File: config.mk
export PLATFORM = sky130hd
export DESIGN_NAME = mul_unit
export DESIGN_NICKNAME = d
export VERILOG_FILES = /design/src/rtl/mul_unit_pkg.sv /design/src/rtl/mul_unit.sv
export SDC_FILE = /design/constraint.sdc
export NUM_CORES = 1
export LEC_CHECK = 0
export ABC_CLOCK_PERIOD_IN_PS = 7120
export CAP_MARGIN = 20
export CELL_PAD_IN_SITES_DETAIL_PLACEMENT = 1
export CELL_PAD_IN_SITES_GLOBAL_PLACEMENT = 1
export CORE_ASPECT_RATIO = 0.75
export CORE_MARGIN = 3
export CORE_UTILIZATION = 40
export DETAILED_ROUTE_END_ITERATION = 10
export GPL_TIMING_DRIVEN = 0
export HOLD_SLACK_MARGIN = 0.15
export PLACE_DENSITY = 0.71
export REMOVE_ABC_BUFFERS = 1
export SLEW_MARGIN = 20
export SYNTH_ARGS = -nofsm -noshare
export SYNTH_HDL_FRONTEND = slang
export SYNTH_SLANG_ARGS = --single-unit
File: constraint.sdc
create_clock -name clk -period 7.12 [get_ports clk]
set_input_delay 1.78 -clock clk [delete_from_list [all_inputs] [get_ports clk]]
set_output_delay 1.78 -clock clk [all_outputs]
set_load 0.01 [all_outputs]
File: src/rtl/mul_unit_pkg.sv
// Shared types and constants for the iterative RV64M multiplier.
// Op encodings match the i_op field driven by the decode stage.
package mul_unit_pkg;

  typedef enum logic [2:0] {
    OP_MUL    = 3'b000,
    OP_MULH   = 3'b001,
    OP_MULHSU = 3'b010,
    OP_MULHU  = 3'b011,
    OP_MULW   = 3'b100
  } mul_op_t;

  typedef enum logic [1:0] {
    ST_IDLE,
    ST_CALC,
    ST_ADJUST,
    ST_DONE
  } mul_state_t;

  localparam int unsigned MUL_ITER_FULL = 64;
  localparam int unsigned MUL_ITER_W    = 32;
  localparam int unsigned MUL_CNT_W     = 7;

  // Unused encodings (101..111) behave as a plain MUL.
  function automatic mul_op_t decode_op(input logic [2:0] raw);
    mul_op_t op;
    case (raw)
      3'b001:  op = OP_MULH;
      3'b010:  op = OP_MULHSU;
      3'b011:  op = OP_MULHU;
      3'b100:  op = OP_MULW;
      default: op = OP_MUL;
    endcase
    return op;
  endfunction

endpackage

File: src/rtl/mul_unit.sv
// Iterative radix-2 shift-add multiplier for MUL/MULH/MULHSU/MULHU/MULW.
// Works on operand magnitudes and fixes the sign of the 128-bit product at the end.
module mul_unit
  import mul_unit_pkg::*;
#(
  parameter int DATA_WIDTH = 64
) (
  input  logic                  clk,
  input  logic                  rstn,
  input  logic                  i_start,
  input  logic [2:0]            i_op,
  input  logic [DATA_WIDTH-1:0] i_rs1,
  input  logic [DATA_WIDTH-1:0] i_rs2,
  output logic                  o_busy,
  output logic                  o_done,
  output logic [DATA_WIDTH-1:0] o_result
);

  localparam int DW = DATA_WIDTH;
  localparam int PW = 2 * DATA_WIDTH;
  localparam int CW = MUL_CNT_W;

  mul_state_t      state_q,  state_d;
  mul_op_t         op_q,     op_d;
  logic [PW-1:0]   mcand_q,  mcand_d;
  logic [DW-1:0]   mplier_q, mplier_d;
  logic [PW-1:0]   acc_q,    acc_d;
  logic [CW-1:0]   cnt_q,    cnt_d;
  logic            neg_q,    neg_d;
  logic [DW-1:0]   result_q, result_d;

  mul_op_t         op_in;
  logic            signed_a, signed_b;
  logic            sign_a,   sign_b;
  logic [DW-1:0]   a_src,    b_src;
  logic [DW-1:0]   mag_a,    mag_b;
  logic [PW-1:0]   product;

  // MULW sign-extends the low words first so the same magnitude path serves all ops.
  always_comb begin
    op_in    = decode_op(i_op);
    a_src    = i_rs1;
    b_src    = i_rs2;
    signed_a = 1'b1;
    signed_b = 1'b1;
    case (op_in)
      OP_MULHSU: signed_b = 1'b0;
      OP_MULHU: begin
        signed_a = 1'b0;
        signed_b = 1'b0;
      end
      OP_MULW: begin
        a_src = {{(DW-32){i_rs1[31]}}, i_rs1[31:0]};
        b_src = {{(DW-32){i_rs2[31]}}, i_rs2[31:0]};
      end
      default: ;
    endcase
    sign_a = signed_a & a_src[DW-1];
    sign_b = signed_b & b_src[DW-1];
    mag_a  = sign_a ? (~a_src + DW'(1)) : a_src;
    mag_b  = sign_b ? (~b_src + DW'(1)) : b_src;
  end

  assign product = neg_q ? (~acc_q + PW'(1)) : acc_q;

  always_comb begin
    state_d  = state_q;
    op_d     = op_q;
    mcand_d  = mcand_q;
    mplier_d = mplier_q;
    acc_d    = acc_q;
    cnt_d    = cnt_q;
    neg_d    = neg_q;
    result_d = result_q;
    case (state_q)
      ST_IDLE: begin
        if (i_start) begin
          op_d     = op_in;
          mcand_d  = {{DW{1'b0}}, mag_a};
          mplier_d = mag_b;
          acc_d    = '0;
          neg_d    = sign_a ^ sign_b;
          cnt_d    = (op_in == OP_MULW) ? CW'(MUL_ITER_W) : CW'(MUL_ITER_FULL);
          state_d  = ST_CALC;
        end
      end
      ST_CALC: begin
        if (mplier_q[0]) begin
          acc_d = acc_q + mcand_q;
        end
        mcand_d  = mcand_q << 1;
        mplier_d = mplier_q >> 1;
        cnt_d    = cnt_q - CW'(1);
        if (cnt_q == CW'(1)) begin
          state_d = ST_ADJUST;
        end
      end
      ST_ADJUST: begin
        case (op_q)
          OP_MULH, OP_MULHSU, OP_MULHU: result_d = product[PW-1:DW];
          OP_MULW:                      result_d = {{(DW-32){product[31]}}, product[31:0]};
          default:                      result_d = product[DW-1:0];
        endcase
        state_d = ST_DONE;
      end
      ST_DONE: begin
        state_d = ST_IDLE;
      end
      default: state_d = ST_IDLE;
    endcase
  end

  always_ff @(posedge clk) begin
    if (!rstn) begin
      state_q  <= ST_IDLE;
      op_q     <= OP_MUL;
      mcand_q  <= '0;
      mplier_q <= '0;
      acc_q    <= '0;
      cnt_q    <= '0;
      neg_q    <= 1'b0;
      result_q <= '0;
    end else begin
      state_q  <= state_d;
      op_q     <= op_d;
      mcand_q  <= mcand_d;
      mplier_q <= mplier_d;
      acc_q    <= acc_d;
      cnt_q    <= cnt_d;
      neg_q    <= neg_d;
      result_q <= result_d;
    end
  end

  assign o_busy   = (state_q != ST_IDLE);
  assign o_done   = (state_q == ST_DONE);
  assign o_result = result_q;

endmodule

==> results of run 1 <==
[sequential cells by signal (all words and copies together), names as in the netlist]
register	count
acc_q	128
mcand_q	128
mplier_q	64
o_result	64
cnt_q	7
op_q	3
state_q	2
neg_q	1
[layout make-up]
class / instances / area (um2) / area share
clock inverter: 16 / 173 / 0.00497
antenna: 1 / 2.50 / 0.0000720
multi-input combinational: 3317 / 20800 / 0.599
sequential: 397 / 7950 / 0.229
timing repair buffer: 239 / 2940 / 0.0846
inverter: 67 / 251 / 0.00724
clock buffer: 69 / 1390 / 0.0401
tap: 968 / 1210 / 0.0349
[per-stage QoR]
stage          cell area (um2)  power, uW  utilization
3_3_place_gp             32100       7330        0.434
5_1_grt                  34700      11000        0.471
3_5_place_dp             33100       7770        0.449
6_report                 34700      10400        0.471
2_1_floorplan            28900       5700            -
4_1_cts                  34700      10400        0.470
[logic make-up (layout without fill, tap and decap cells)]
group           count (synthesis)  count (layout)  share of synthesized area
simple gates                 1431            1431                      0.229
compound gates               1377            1377                      0.293
flops                         397             397                      0.265
buf+inv                       359             391                     0.0456
xor+xnor                      341             341                     0.0996
fa+ha+maj                     138             138                     0.0578
mux                            30              30                     0.0100
other cells                     0               1                          0
[placed cells by master, fill, tap and decap left out, drive strengths merged, types with 32 or more instances in the layout]
| master | count |
|---|---|
| a21boi | 53 |
| a21o | 75 |
| a21oi | 323 |
| a221oi | 55 |
| a22oi | 120 |
| a31oi | 37 |
| and2 | 33 |
| buf | 41 |
| clkbuf | 69 |
| clkdlybuf4s50 | 198 |
| dfxtp | 397 |
| ha | 137 |
| inv | 69 |
| nand2 | 572 |
| nand2b | 36 |
| nand3 | 51 |
| nand4 | 69 |
| nor2 | 240 |
| nor2b | 153 |
| nor3 | 98 |
| o211a | 35 |
| o211ai | 47 |
| o21ai | 406 |
| o21bai | 39 |
| o31ai | 47 |
| o41ai | 45 |
| or3 | 56 |
| or4 | 32 |
| xnor2 | 203 |
| xor2 | 138 |
[final timing paths]
kind	to	cells past startpoint
hold / removal	mplier_q[27]$_SDFFE_PN0P_	2
hold reg to reg	mplier_q[27]$_SDFFE_PN0P_	2
setup reg to reg	acc_q[122]$_SDFFE_PN0P_	15
setup / recovery	mcand_q[61]$_SDFFE_PN0P_	15
[worst max-delay path, cell delays in order]
cell	delay (ps)
clkdlybuf4s50_1	490
or4_1	590
or3_1	400
or4_1	540
nor3_1	520
and2_1	380
nand3_1	210
o21bai_1	270
o21ai_0	440
o21ai_0	330
nor2_1	230
xor2_1	290
mux2i_1	140
o21ai_0	190
and2_1	140
[power groups by stage]
stage	Sequential, uW	Combinational (uW)	Clock, uW
final	3000	4830	2550
after global routing	3050	5240	2700
after CTS	3000	4760	2600
after detailed placement	3040	4720	0
after global placement	3050	4280	0
after floorplan	2950	2750	0
[routing by layer]
layer / track usage / vias up
met3: 0.0701 / 125
met5: 0 / -
met4: 0.0549 / 2
li1: - / 14700
met1: 0.472 / 15500
met2: 0.429 / 1054
==> flow_metrics.tcl, run 1 <==
set metrics [dict create \
    drv_slew 0 \
    synthToLayoutAreaGrowth_pct 15.9 \
    met1Wirelength_um 60300 \
    wl_met3_um 10900 \
    cts_setup_buffers 0 \
    path_class "in -> reg" \
    layout_min_cycle_time_ps 6390 \
    cts-root-buf "clkbuf_16" \
    yosysMostFrequentCell "nand2_1" \
    wl_met2_um 49700 \
    r2r-start "acc_q[9]$_SDFFE_PN0P_" \
    grt_max_degree 115 \
    clock_sinks 397 \
    yosysSeqAreaShare 0.265 \
    avgSynthCellArea_um2 7.36 \
    syn_inst 4073 \
    fin_crit_sh 0.897 \
    core_um2 73800 \
    setup.worst_path.start "i_rs1[11]" \
    fmax_mhz 157 \
    critPathCaptureType "register" \
    power_density_nw_per_um2 299 \
    leakage_uw 0.0134 \
    power_frac_seq 0.289 \
    rrSetupSlack_ps 740 \
    finalSetupViolCount 0 \
    synth-edff-count 0 \
    yosysWarnings 0 \
    cts.path.max_buffers 3 \
    grt_usage 0.306 \
    io_pins 200 \
    drtPass1Iterations 7 \
    intPower_uw 5900 \
    p_sw_uw 4480 \
    fp.dieW_um 322 \
    synth-seq-cells 397 \
    synth_top_area_cell "dfxtp_1" \
    ctsHoldBuffers 0 \
    cp_max_fo 5 \
    synthesis.area_um2 30000 \
    yosysTopAreaCellShare 0.265 \
    finalHoldViolations 0 \
    dp_slack_ps 429 \
    synthArstFlopShare 0 \
    antenna_found_initial 2 \
    die_h_um 243 \
    ant_nets 0 \
    relSlewSlack 0.201 \
    cp.arrival_ps 6940 \
    rsz0062_at_grt "false" \
    required_ps 7670 \
    worst_pin_slew_ps 1180 \
    drc 0 \
    via_per_inst 6.19 \
    yosys-top-cells-count "572 x nand2_1, 404 x o21ai_0, 397 x dfxtp_1, 323 x a21oi_1, 266 x clkbuf_1" \
    min-delay-start "mplier_q[27]$_SDFFE_PN0P_" \
    start_util 0.406 \
    h-tree-depth 2 \
    cp-start-kind "input pin" \
    p_sw_frac 0.431 \
    io_buffers 199 \
    status "completed" \
    drtIter0Drc 2889 \
    wl_per_cell_um 24.2 \
    top_layer "met5" \
    std_cell_rows 86 \
    finalNetCount 4341 \
    clock_skew_ps 30.9 \
    cap_violations 0 \
    dp.cells 4987 \
    fin_ws_ps 733 \
    grt_pass1_vias 30000 \
    clk_latency_ps 630 \
    wirelength_um 123000 \
    hpwlAfterDp_um 95600 \
    whs_ps 461 \
    pwr-share-comb 0.466 \
    vias 31400 \
    hp-class "reg -> reg" \
    grt_pass1_wl_um 189000 \
    die_area_um2 78300 \
    peakVddDrop_mv 0.193 \
    clk_pin_slew_worst_paths_ps 60 \
    synthFlopType "dfxtp_1" \
    numCtsBuffers 47 \
    synth_area_leaders "dfxtp_1 27%, nand2_1 7.2%, o21ai_0 6.7%" \
    cts_resized 0 \
    clock_power_share 0.246 \
    overflow 0 \
    place_congestion 0.998 \
    synth_cell_types 77 \
    drive_above_1_share 0.0438 \
    fin_setup_tns_ps 0 \
    cts_tree "yes" \
    fill_cells 9061 \
    layoutNonFillerInstCount 5074 \
]
No activity file was read; power rests on OpenSTA's default activity.
==> inputs of run 2 (changes only) <==
--- a/config.mk
+++ b/config.mk
@@ -5,7 +5,7 @@
 export SDC_FILE = /design/constraint.sdc
 export NUM_CORES = 1
 export LEC_CHECK = 0
-export ABC_CLOCK_PERIOD_IN_PS = 7120
+export ABC_CLOCK_PERIOD_IN_PS = 6700
 export CAP_MARGIN = 20
 export CELL_PAD_IN_SITES_DETAIL_PLACEMENT = 1
 export CELL_PAD_IN_SITES_GLOBAL_PLACEMENT = 1
==> constraint.sdc (replaced) <==
create_clock -name clk -period 6.7 [get_ports clk]
set_input_delay 1.675 -clock clk [delete_from_list [all_inputs] [get_ports clk]]
set_output_delay 1.675 -clock clk [all_outputs]
set_load 0.01 [all_outputs]
==> results of run 2 <==
The final DEF is identical to that of run 1. Status: completed.
Main changes from that run: setup slack after placement 429 ps -> 114 ps; setup slack after layout 733 ps -> 320 ps; start point of the critical path i_rs1[11] -> acc_q[9]$_SDFFE_PN0P_; end point of the critical path mcand_q[61]$_SDFFE_PN0P_ -> acc_q[122]$_SDFFE_PN0P_; register-to-register setup slack 740 ps -> 320 ps; total power 10400 uW -> 11000 uW; worst IR drop on VDD 0.193 mV -> 0.205 mV
